===== src/rtl/crono_countdown_if.sv =====
// Bundle between the chronometer-configuration editor, the countdown engine
// and the display/alarm logic. The countdown engine is the slave side.
interface crono_countdown_if;
    logic [7:0] Hcr_in;
    logic [7:0] Mcr_in;
    logic [7:0] Scr_in;
    logic       EN;
    logic       BTstart;
    logic       BTclr;
    logic [7:0] Hcd;
    logic [7:0] Mcd;
    logic [7:0] Scd;
    logic       running;
    logic       alarm;

    modport master (
        output Hcr_in, Mcr_in, Scr_in, EN, BTstart, BTclr,
        input  Hcd, Mcd, Scd, running, alarm
    );

    modport slave (
        input  Hcr_in, Mcr_in, Scr_in, EN, BTstart, BTclr,
        output Hcd, Mcd, Scd, running, alarm
    );
endinterface


===== src/rtl/crono_countdown.sv =====
// 1 Hz HH:MM:SS countdown with start/pause/clear buttons and expiry alarm.
// Optional macro CCOUNT_ALARM_TIMEOUT_EN: alarm clears itself after ALARM_SECS ticks.
module crono_countdown #(
    parameter int TICK_DIV   = 100000000,
    parameter int HMAX       = 23,
    parameter int ALARM_SECS = 10
) (
    input logic               clk,
    input logic               reset,
    crono_countdown_if.slave  bus
);

    localparam int PW = (TICK_DIV > 1) ? $clog2(TICK_DIV) : 1;

    if (TICK_DIV < 2 || ALARM_SECS < 1) begin : g_bad_cfg
        $error("crono_countdown: TICK_DIV must be >= 2 and ALARM_SECS >= 1");
    end

    typedef enum logic [1:0] {IDLE, RUN, PAUSE, DONE} state_e;

    state_e          state_q, state_d;
    logic [7:0]      h_q, h_d, m_q, m_d, s_q, s_d;
    logic [PW-1:0]   presc_q, presc_d;
    logic            start_ref_q, clr_ref_q;
    logic            running_q, running_d;
    logic            alarm_q, alarm_d;

    logic            start_edge, clr_edge, tick;
    logic [7:0]      h_ld, m_ld, s_ld;
    logic            load_zero;
    logic [7:0]      h_dec, m_dec, s_dec;
    logic            dec_zero;

`ifdef CCOUNT_ALARM_TIMEOUT_EN
    logic [7:0]      dcnt_q, dcnt_d;
`endif

    assign start_edge = bus.BTstart & ~start_ref_q;
    assign clr_edge   = bus.BTclr & ~clr_ref_q;
    assign tick       = (presc_q == PW'(TICK_DIV - 1));

    assign h_ld      = (bus.Hcr_in > 8'(HMAX)) ? 8'(HMAX) : bus.Hcr_in;
    assign m_ld      = (bus.Mcr_in > 8'd59) ? 8'd59 : bus.Mcr_in;
    assign s_ld      = (bus.Scr_in > 8'd59) ? 8'd59 : bus.Scr_in;
    assign load_zero = (h_ld == '0) && (m_ld == '0) && (s_ld == '0);

    // One-second decrement with minute/hour borrow.
    always_comb begin
        h_dec = h_q;
        m_dec = m_q;
        s_dec = s_q;
        if (s_q != '0) begin
            s_dec = s_q - 8'd1;
        end else if (m_q != '0) begin
            s_dec = 8'd59;
            m_dec = m_q - 8'd1;
        end else if (h_q != '0) begin
            s_dec = 8'd59;
            m_dec = 8'd59;
            h_dec = h_q - 8'd1;
        end
        dec_zero = (h_dec == '0) && (m_dec == '0) && (s_dec == '0);
    end

    // State register and all output/datapath flops.
    always_ff @(posedge clk or negedge reset) begin
        if (!reset) begin
            state_q     <= IDLE;
            h_q         <= '0;
            m_q         <= '0;
            s_q         <= '0;
            presc_q     <= '0;
            start_ref_q <= 1'b0;
            clr_ref_q   <= 1'b0;
            running_q   <= 1'b0;
            alarm_q     <= 1'b0;
`ifdef CCOUNT_ALARM_TIMEOUT_EN
            dcnt_q      <= '0;
`endif
        end else begin
            state_q     <= state_d;
            h_q         <= h_d;
            m_q         <= m_d;
            s_q         <= s_d;
            presc_q     <= presc_d;
            start_ref_q <= bus.BTstart;
            clr_ref_q   <= bus.BTclr;
            running_q   <= running_d;
            alarm_q     <= alarm_d;
`ifdef CCOUNT_ALARM_TIMEOUT_EN
            dcnt_q      <= dcnt_d;
`endif
        end
    end

    // Next-state logic; clear outranks start, and expiry outranks a same-cycle pause.
    always_comb begin
        state_d = state_q;
        if (!bus.EN) begin
            state_d = IDLE;
        end else begin
            unique case (state_q)
                IDLE: begin
                    if (start_edge && !clr_edge && !load_zero) state_d = RUN;
                end
                RUN: begin
                    if (clr_edge)              state_d = IDLE;
                    else if (tick && dec_zero) state_d = DONE;
                    else if (start_edge)       state_d = PAUSE;
                end
                PAUSE: begin
                    if (clr_edge)        state_d = IDLE;
                    else if (start_edge) state_d = RUN;
                end
                DONE: begin
                    if (start_edge || clr_edge) state_d = IDLE;
`ifdef CCOUNT_ALARM_TIMEOUT_EN
                    else if (tick && dcnt_q == 8'(ALARM_SECS - 1)) state_d = IDLE;
`endif
                end
                default: state_d = IDLE;
            endcase
        end
    end

    // Datapath and registered-output next values.
    always_comb begin
        h_d       = h_q;
        m_d       = m_q;
        s_d       = s_q;
        presc_d   = presc_q;
        running_d = (state_d == RUN);
        alarm_d   = (state_d == DONE);
`ifdef CCOUNT_ALARM_TIMEOUT_EN
        dcnt_d    = (state_q == DONE) ? dcnt_q : '0;
`endif
        if (!bus.EN) begin
            h_d     = h_ld;
            m_d     = m_ld;
            s_d     = s_ld;
            presc_d = '0;
        end else begin
            unique case (state_q)
                IDLE: begin
                    h_d     = h_ld;
                    m_d     = m_ld;
                    s_d     = s_ld;
                    presc_d = '0;
                end
                RUN: begin
                    if (clr_edge) begin
                        presc_d = '0;
                    end else if (tick) begin
                        h_d     = h_dec;
                        m_d     = m_dec;
                        s_d     = s_dec;
                        presc_d = '0;
                    end else begin
                        presc_d = presc_q + PW'(1);
                    end
                end
                PAUSE: begin
                    if (clr_edge) presc_d = '0;
                end
                DONE: begin
                    h_d     = '0;
                    m_d     = '0;
                    s_d     = '0;
                    presc_d = '0;
`ifdef CCOUNT_ALARM_TIMEOUT_EN
                    if (state_d == DONE) begin
                        presc_d = tick ? '0 : presc_q + PW'(1);
                        if (tick) dcnt_d = dcnt_q + 8'd1;
                    end
`endif
                end
                default: presc_d = '0;
            endcase
        end
    end

    assign bus.Hcd     = h_q;
    assign bus.Mcd     = m_q;
    assign bus.Scd     = s_q;
    assign bus.running = running_q;
    assign bus.alarm   = alarm_q;

endmodule


===== src/flat_wrapper.sv =====
// flat-port wrapper written by rule: the top's interface ports become plain ports
module crono_countdown_flat 
#(
    parameter int TICK_DIV   = 100000000,
    parameter int HMAX       = 23,
    parameter int ALARM_SECS = 10
)
  (clk, reset, bus_Hcr_in, bus_Mcr_in, bus_Scr_in, bus_EN, bus_BTstart, bus_BTclr, bus_Hcd, bus_Mcd, bus_Scd, bus_running, bus_alarm);
  crono_countdown_if bus_i ();
  input logic clk;
  input logic reset;
  input wire logic [$bits(bus_i.Hcr_in)-1:0] bus_Hcr_in;
  input wire logic [$bits(bus_i.Mcr_in)-1:0] bus_Mcr_in;
  input wire logic [$bits(bus_i.Scr_in)-1:0] bus_Scr_in;
  input wire logic [$bits(bus_i.EN)-1:0] bus_EN;
  input wire logic [$bits(bus_i.BTstart)-1:0] bus_BTstart;
  input wire logic [$bits(bus_i.BTclr)-1:0] bus_BTclr;
  output wire logic [$bits(bus_i.Hcd)-1:0] bus_Hcd;
  output wire logic [$bits(bus_i.Mcd)-1:0] bus_Mcd;
  output wire logic [$bits(bus_i.Scd)-1:0] bus_Scd;
  output wire logic [$bits(bus_i.running)-1:0] bus_running;
  output wire logic [$bits(bus_i.alarm)-1:0] bus_alarm;
  assign bus_i.Hcr_in = bus_Hcr_in;
  assign bus_i.Mcr_in = bus_Mcr_in;
  assign bus_i.Scr_in = bus_Scr_in;
  assign bus_i.EN = bus_EN;
  assign bus_i.BTstart = bus_BTstart;
  assign bus_i.BTclr = bus_BTclr;
  assign bus_Hcd = bus_i.Hcd;
  assign bus_Mcd = bus_i.Mcd;
  assign bus_Scd = bus_i.Scd;
  assign bus_running = bus_i.running;
  assign bus_alarm = bus_i.alarm;
  crono_countdown #(.TICK_DIV(TICK_DIV), .HMAX(HMAX), .ALARM_SECS(ALARM_SECS)) u_core (.clk(clk), .reset(reset), .bus(bus_i));
endmodule

===== config.mk =====
export PLATFORM = sky130hd
export DESIGN_NAME = crono_countdown_flat
export DESIGN_NICKNAME = d
export VERILOG_FILES = /design/src/rtl/crono_countdown_if.sv /design/src/rtl/crono_countdown.sv /design/src/flat_wrapper.sv
export SDC_FILE = /design/constraint.sdc
export NUM_CORES = 1
export LEC_CHECK = 0
export BUFFER_PORTS_ARGS = -buffer_cell sky130_fd_sc_hd__buf_2
export CORE_ASPECT_RATIO = 0.75
export CORE_MARGIN = 5
export CORE_UTILIZATION = 58
export CTS_CLUSTER_SIZE = 10
export DETAILED_ROUTE_END_ITERATION = 12
export GPL_ROUTABILITY_DRIVEN = 0
export PLACE_DENSITY = 0.88
export SETUP_SLACK_MARGIN = 0.1
export SYNTH_ARGS = -nofsm -noshare
export SYNTH_HDL_FRONTEND = slang
export SYNTH_SLANG_ARGS = --single-unit

===== constraint.sdc =====
create_clock -name clk -period 4 [get_ports clk]
set_clock_uncertainty 0.15 [all_clocks]
set_input_delay 0.4 -clock clk [delete_from_list [all_inputs] [get_ports clk]]
set_output_delay 0.4 -clock clk [all_outputs]
set_load 0.02 [all_outputs]

# == After elaboration in Yosys (flattened, before gate mapping) ==
# Index checks and enable logic that the tools add are counted.
# word_totals
reg_bits,57
inputBits,29
out_inout_bits,26
elab_cells,90
# classes
n_addsub,4
order_cmp,3
eq_ne,10
n_mux,38
n_bitwise,4
n_reduce_logical,22
# ops
operator,count
$mux W8,21
$mux W27,4
$pmux W27 S3,1
$pmux W8 S3,3
$logic_not A8 Y1,6
$add A27 B1 Y27 const B,1
$eq A27 B27 Y1 const B,1
$reduce_bool A8 Y1,3
$sub A8 B1 Y8 const B,3
$gt A8 B6 Y1 const B,2
$mux W2,8
$gt A8 B5 Y1 const B,1
$pmux W2 S4,1
$logic_and A1 B1 Y1,7
$eq A2 B2 Y1 const B,3
$ne A3 B2 Y1 const B,2
$eq A2 B1 Y1 const B,2
$ne A4 B1 Y1 const B,1
$ne A3 B3 Y1 const B,1
$reduce_and A3 Y1,1
$and A1 B1 Y1,2
$logic_not A1 Y1,2
$logic_not A2 Y1,1
$not A1 Y1,2
2 further kinds,2

# == Logic depth before layout (Yosys ltp) ==
# depth
word_depth,13
mapped_depth,12

# == Worst setup path before layout ==
# Ideal clock, no wire load.
# synth_path
path_type,reg2reg
startpoint,register u_core.m_q[0] (netlist: u_core.bus.Mcd[0])
endpoint,register u_core.state_q[0]
setup_ns,0.104
t_arrival_ns,2.818
required_time_ns,3.746
setup_slack_ns,0.928
path_stages_with_launch,12
synth_period_minus_slack_ns,3.072
cell_sequence,dfrtp_1 -> clkbuf_1 -> inv_1 -> ha_1 -> nor4b_4 -> and4_1 -> buf_4 -> and3_1 -> mux2_2 -> nor4_1 -> nand4b_2 -> o41ai_2
# synth_via
elab_chain_len,11
word_cells_on_any_way,19
cone_classes,1 x add/sub; 11 x mux; 7 x reduce/logical
# synth_lines
element,line,source
start: declaration,crono_countdown.sv:22,"logic [7:0] h_q, h_d, m_q, m_d, s_q, s_d;"
start signal: assignment,crono_countdown.sv:83,m_q <= m_d;
"$sub A8 B1 Y8, or another cell as far along",crono_countdown.sv:56,m_dec = m_q - 8'd1;
$mux W8,crono_countdown.sv:54,end else if (m_q != '0) begin
$mux W8,crono_countdown.sv:52,if (s_q != '0) begin
$logic_not A8 Y1,crono_countdown.sv:62,dec_zero = (h_dec == '0) && (m_dec == '0) && (s_dec == '0);
$logic_and A1 B1 Y1,crono_countdown.sv:62,
$logic_and A1 B1 Y1 (*),crono_countdown.sv:62,
$logic_and A1 B1 Y1 (*),crono_countdown.sv:108,else if (tick && dec_zero) state_d = DONE;
$mux W2 (*),crono_countdown.sv:108,
$mux W2 (*),crono_countdown.sv:107,if (clr_edge) state_d = IDLE;
$pmux W2 S4 (*),crono_countdown.sv:102,unique case (state_q)
$mux W2 (*),crono_countdown.sv:99,if (!bus.EN) begin
named net u_core.state_d[0],crono_countdown.sv:21,"state_e state_q, state_d;"
end signal: assignment,crono_countdown.sv:81,state_q <= state_d;
end: declaration,crono_countdown.sv:21,
# Mark *: on every way through the listed nets, which the timed path passes. The rest lies on a longest branch.
# A chain may end at the register's enable or synchronous reset.

# == Worst setup path in the final report ==
# Ends and elaborated chain as after synthesis.

==> impl_results.md <==
- Internal Power: 920 uW
- All-Layer GR Usage: 27.7%
- Synth Cell Area: 0.00390 mm^2
- Crit-path slowest cell: dfrtp_1
- Fillcell total: 503
- Longest Clk Path Bufs: 2
- R2R Setup Slk: 0.59 ns
- Chip Height: 81.0 um
- Ys async rst share: 100%
- FF+latch count, synth: 57
- Core Box Area: 0.00641 mm^2
- Dpl hpwl: 8340 um
- Total Power: 1270 uW
- Final Cycle Share: 85.3%
- FF-to-FF path depth: 9
- P per Cell Area: 289 mW/mm^2
- Kind of cell adding the most delay to the critical path: simple AND/OR/NAND/NOR gates
- Max-Slew Margin vs Limit: 33.1%
- Detailed Route Iter0 Violations: 517
- Logic pwr share: 8.8%
- Ys Warns: 0
- FP Rows: 25
- I/O Buffers: 54
- Worst hold path stage count: 1
- CTS root buf: clkbuf_8
- CP max FO: 10
- GRT overflow: 0
- Syn_nets: 496
- CP Cell Sequence: inv_1, ha_1, nor4b_4, and4_1, and3_1, mux2_2, nor4_1, nand4b_2, o41ai_2
- Initial antenna violation count: 0
- Diodes inserted: 0
- Final WL: 11,500 um
- Finish-stage setup viols: 0
- Status: finished clean
- Clock power frac: 43.7%
- Initial Util: 60.8%
- Setup TNS: 0 ns
- Crit start category: flip-flop
- Via Count: 4,021
- Gate Count Post-Synth: 462
- Clock transition at path regs: 0.08 ns
- Final critical path time including I/O delays and setup: 3.41 ns
- Area leader, netlist: dfrtp_1
- Static leakage: 0.00184 uW
- Drc violations: 0
- First-pass GRT wire length: 18,900 um
- Largest net degree at the start of global routing: 31
- Crit path largest cell delay: 0.51 ns
- Num CTS Buffers: 9
- Router iterations before antenna repair: 5
- Most used flip-flop cell after synthesis: dfrtp_1
- Clk sinks: 57
- Post-DR wirelength/cell: 19.2 um
- Max Cap Viol: 0
- Die width: 105 um
- Top post-synthesis cells by area: dfrtp_1 37%, o21ai_0 5.9%, nor2_1 4.5%
- Arr. time, crit path: 3.51 ns
- Layout cells sized above 1: 17.9%
- Syn-to-layout area delta: 13.0%
- Reg-to-reg endpoint: u_core.state_q[0]$_DFF_PN0_
- Max IR drop VDD: 213 uV
- WP data required: 4.09 ns
- # IOs: 55
- Max-slew violations: 0
- CTS tree: yes
- Hold Vio Cnt, Final: 0
- Achievable frequency: 293 MHz
- Area fraction of the dominant cell type after synthesis: 36.6%
- Crit Path Category: reg2reg
- Sw frac: 27.8%
- Number of synthesized flops with an enable pin: 0
- Vias in the first global route: 3,671
- Worst slew pin tran: 0.993 ns
- Post-synth cell types: 72
- CP endpoint kind: flip-flop
- Cell Area, Placed: 0.00419 mm^2
- R2r startpoint: u_core.bus.Mcd[0]$_DFFE_PN0P_
- Crit path buf inv count: 1
- RSZ-0062 raised after global routing: no
- Nets: 544
- Design Area, Final: 0.00440 mm^2
- Vias per inst: 6.75
- Register share of total power: 47.4%
- Hold Path End: u_core.start_ref_q$_DFF_PN0_
- Synthesized area per cell: 8.43 um^2
- Hold path start: bus_BTstart
- Sw Pwr: 354 uW
- Sequential share of the synthesized area: 36.6%
- CTS H-tree lvls: 3
- Clock latency on the worst-skew pair: 0.34 ns
- Full die area: 0.00847 mm^2
- Post-DRT Antenna Nets: 0
- Worst Hold Class: in2reg
-- per-stage QoR --
step | hold WS, ns | instances | utilization [%] | setup WS, ns
floorplan | -0.0456 | 462 | - | 0.928
CTS | 0.0195 | 596 | 68.7 | 0.687
detailed placement | 0.330 | 579 | 65.3 | 0.728
global placement | 0.327 | 579 | 65.3 | 0.824
finish | 0.0336 | 596 | 68.7 | 0.588
global route | 0.0152 | 596 | 68.7 | 0.378
-- metal layers --
layer	track usage [%]	up-vias	wire length (um)
met3	8.42	25	1550
li1	-	1835	-
met1	39.9	1880	4870
met2	40.9	281	4870
met4	7.15	0	163
met5	0	-	0
-- worst max-delay path by stage --
stage | from | to | slack [ns] | cells after the start
floorplan | u_core.bus.Mcd[0]$_DFFE_PN0P_ | u_core.state_q[0]$_DFF_PN0_ | 0.93 | 11
global placement | u_core.bus.Mcd[0]$_DFFE_PN0P_ | u_core.state_q[0]$_DFF_PN0_ | 0.82 | 9
detailed placement | u_core.bus.Mcd[0]$_DFFE_PN0P_ | u_core.state_q[0]$_DFF_PN0_ | 0.73 | 9
CTS | u_core.bus.Mcd[0]$_DFFE_PN0P_ | u_core.state_q[0]$_DFF_PN0_ | 0.69 | 9
global route | u_core.presc_q[9]$_DFFE_PN0P_ | u_core.bus.Mcd[6]$_DFFE_PN0P_ | 0.38 | 7
finish | u_core.bus.Mcd[0]$_DFFE_PN0P_ | u_core.state_q[0]$_DFF_PN0_ | 0.59 | 9
-- Yosys cell counts (all sizes together), types with 2 or more instances --
cell type,n
clkbuf,17
and2,6
nor2b,10
nand4b,2
nor3b,3
o21bai,2
o22a,2
and3,6
nand4,17
buf,6
or4,3
nand2,40
a21boi,4
o41ai,6
or2,2
a21o,3
a211oi,3
a21oi,28
ha,5
a311oi,2
xor2,11
xnor2,6
o31ai,12
a31oi,10
o22ai,3
nor3,19
nor2,47
or3,6
mux2i,3
nor4,11
nand2b,5
nand3,16
inv,12
and4,4
a22o,6
o21ai,47
dfrtp,57
-- cells in the final DEF, fill, tap and decap left out, types with 15 or more instances in the layout --
master    n
dfrtp_1  57
buf_2    54
nor2_1   47
o21ai_0  46
nand2_1  39
a21oi_1  28
nor3_1   18
nand4_1  17
nand3_1  15
-- timing repair --
action,CTS,global route
setup buffers,0,0
hold buffers,1,0
resized for setup,0,0
endpoints found under the hold margin,29,0
-- cell type report --
class / instances / area (um^2) / share of cell area (%)
clock buffers: 9 / 124 / 2.81
clock inverters: 7 / 80.1 / 1.82
inverters: 12 / 45.0 / 1.02
multi-input cells: 370 / 2310 / 52.4
flip-flops and latches: 57 / 1430 / 32.4
well taps: 81 / 101 / 2.30
repair buffers: 60 / 318 / 7.22
-- power by group through the flow --
stage               sequential [uW]  clock (uW)  combinational, uW
floorplan                       619           0               51.9
global placement                614           0                107
detailed placement              615           0                110
CTS                             604         564                111
global route                    606         595                124
finish                          604         557                113
-- state kept, by name (all words and copies together) (netlist names) --
| register | flops |
|---|---|
| u_core.bus.Mcd | 8 |
| u_core.presc_q | 27 |
| u_core.bus.alarm | 1 |
| u_core.bus.Hcd | 8 |
| u_core.state_q | 2 |
| u_core.start_ref_q | 1 |
| u_core.bus.Scd | 8 |
| u_core.clr_ref_q | 1 |
| u_core.bus.running | 1 |
-- logic make-up after synthesis --
| kind of cell | count (synthesis) | synth area share (%) |
|---|---|---|
| AO/OA/AOI/OAI | 143 | 24.3 |
| buffers and inverters | 35 | 4.11 |
| flip-flops | 57 | 36.6 |
| XOR/XNOR | 17 | 3.82 |
| multiplexers | 4 | 1.06 |
| AND/OR/NAND/NOR | 201 | 28.5 |
| adder cells (fa/ha/maj) | 5 | 1.61 |
Note: power is estimated with default switching activity, not from simulation.
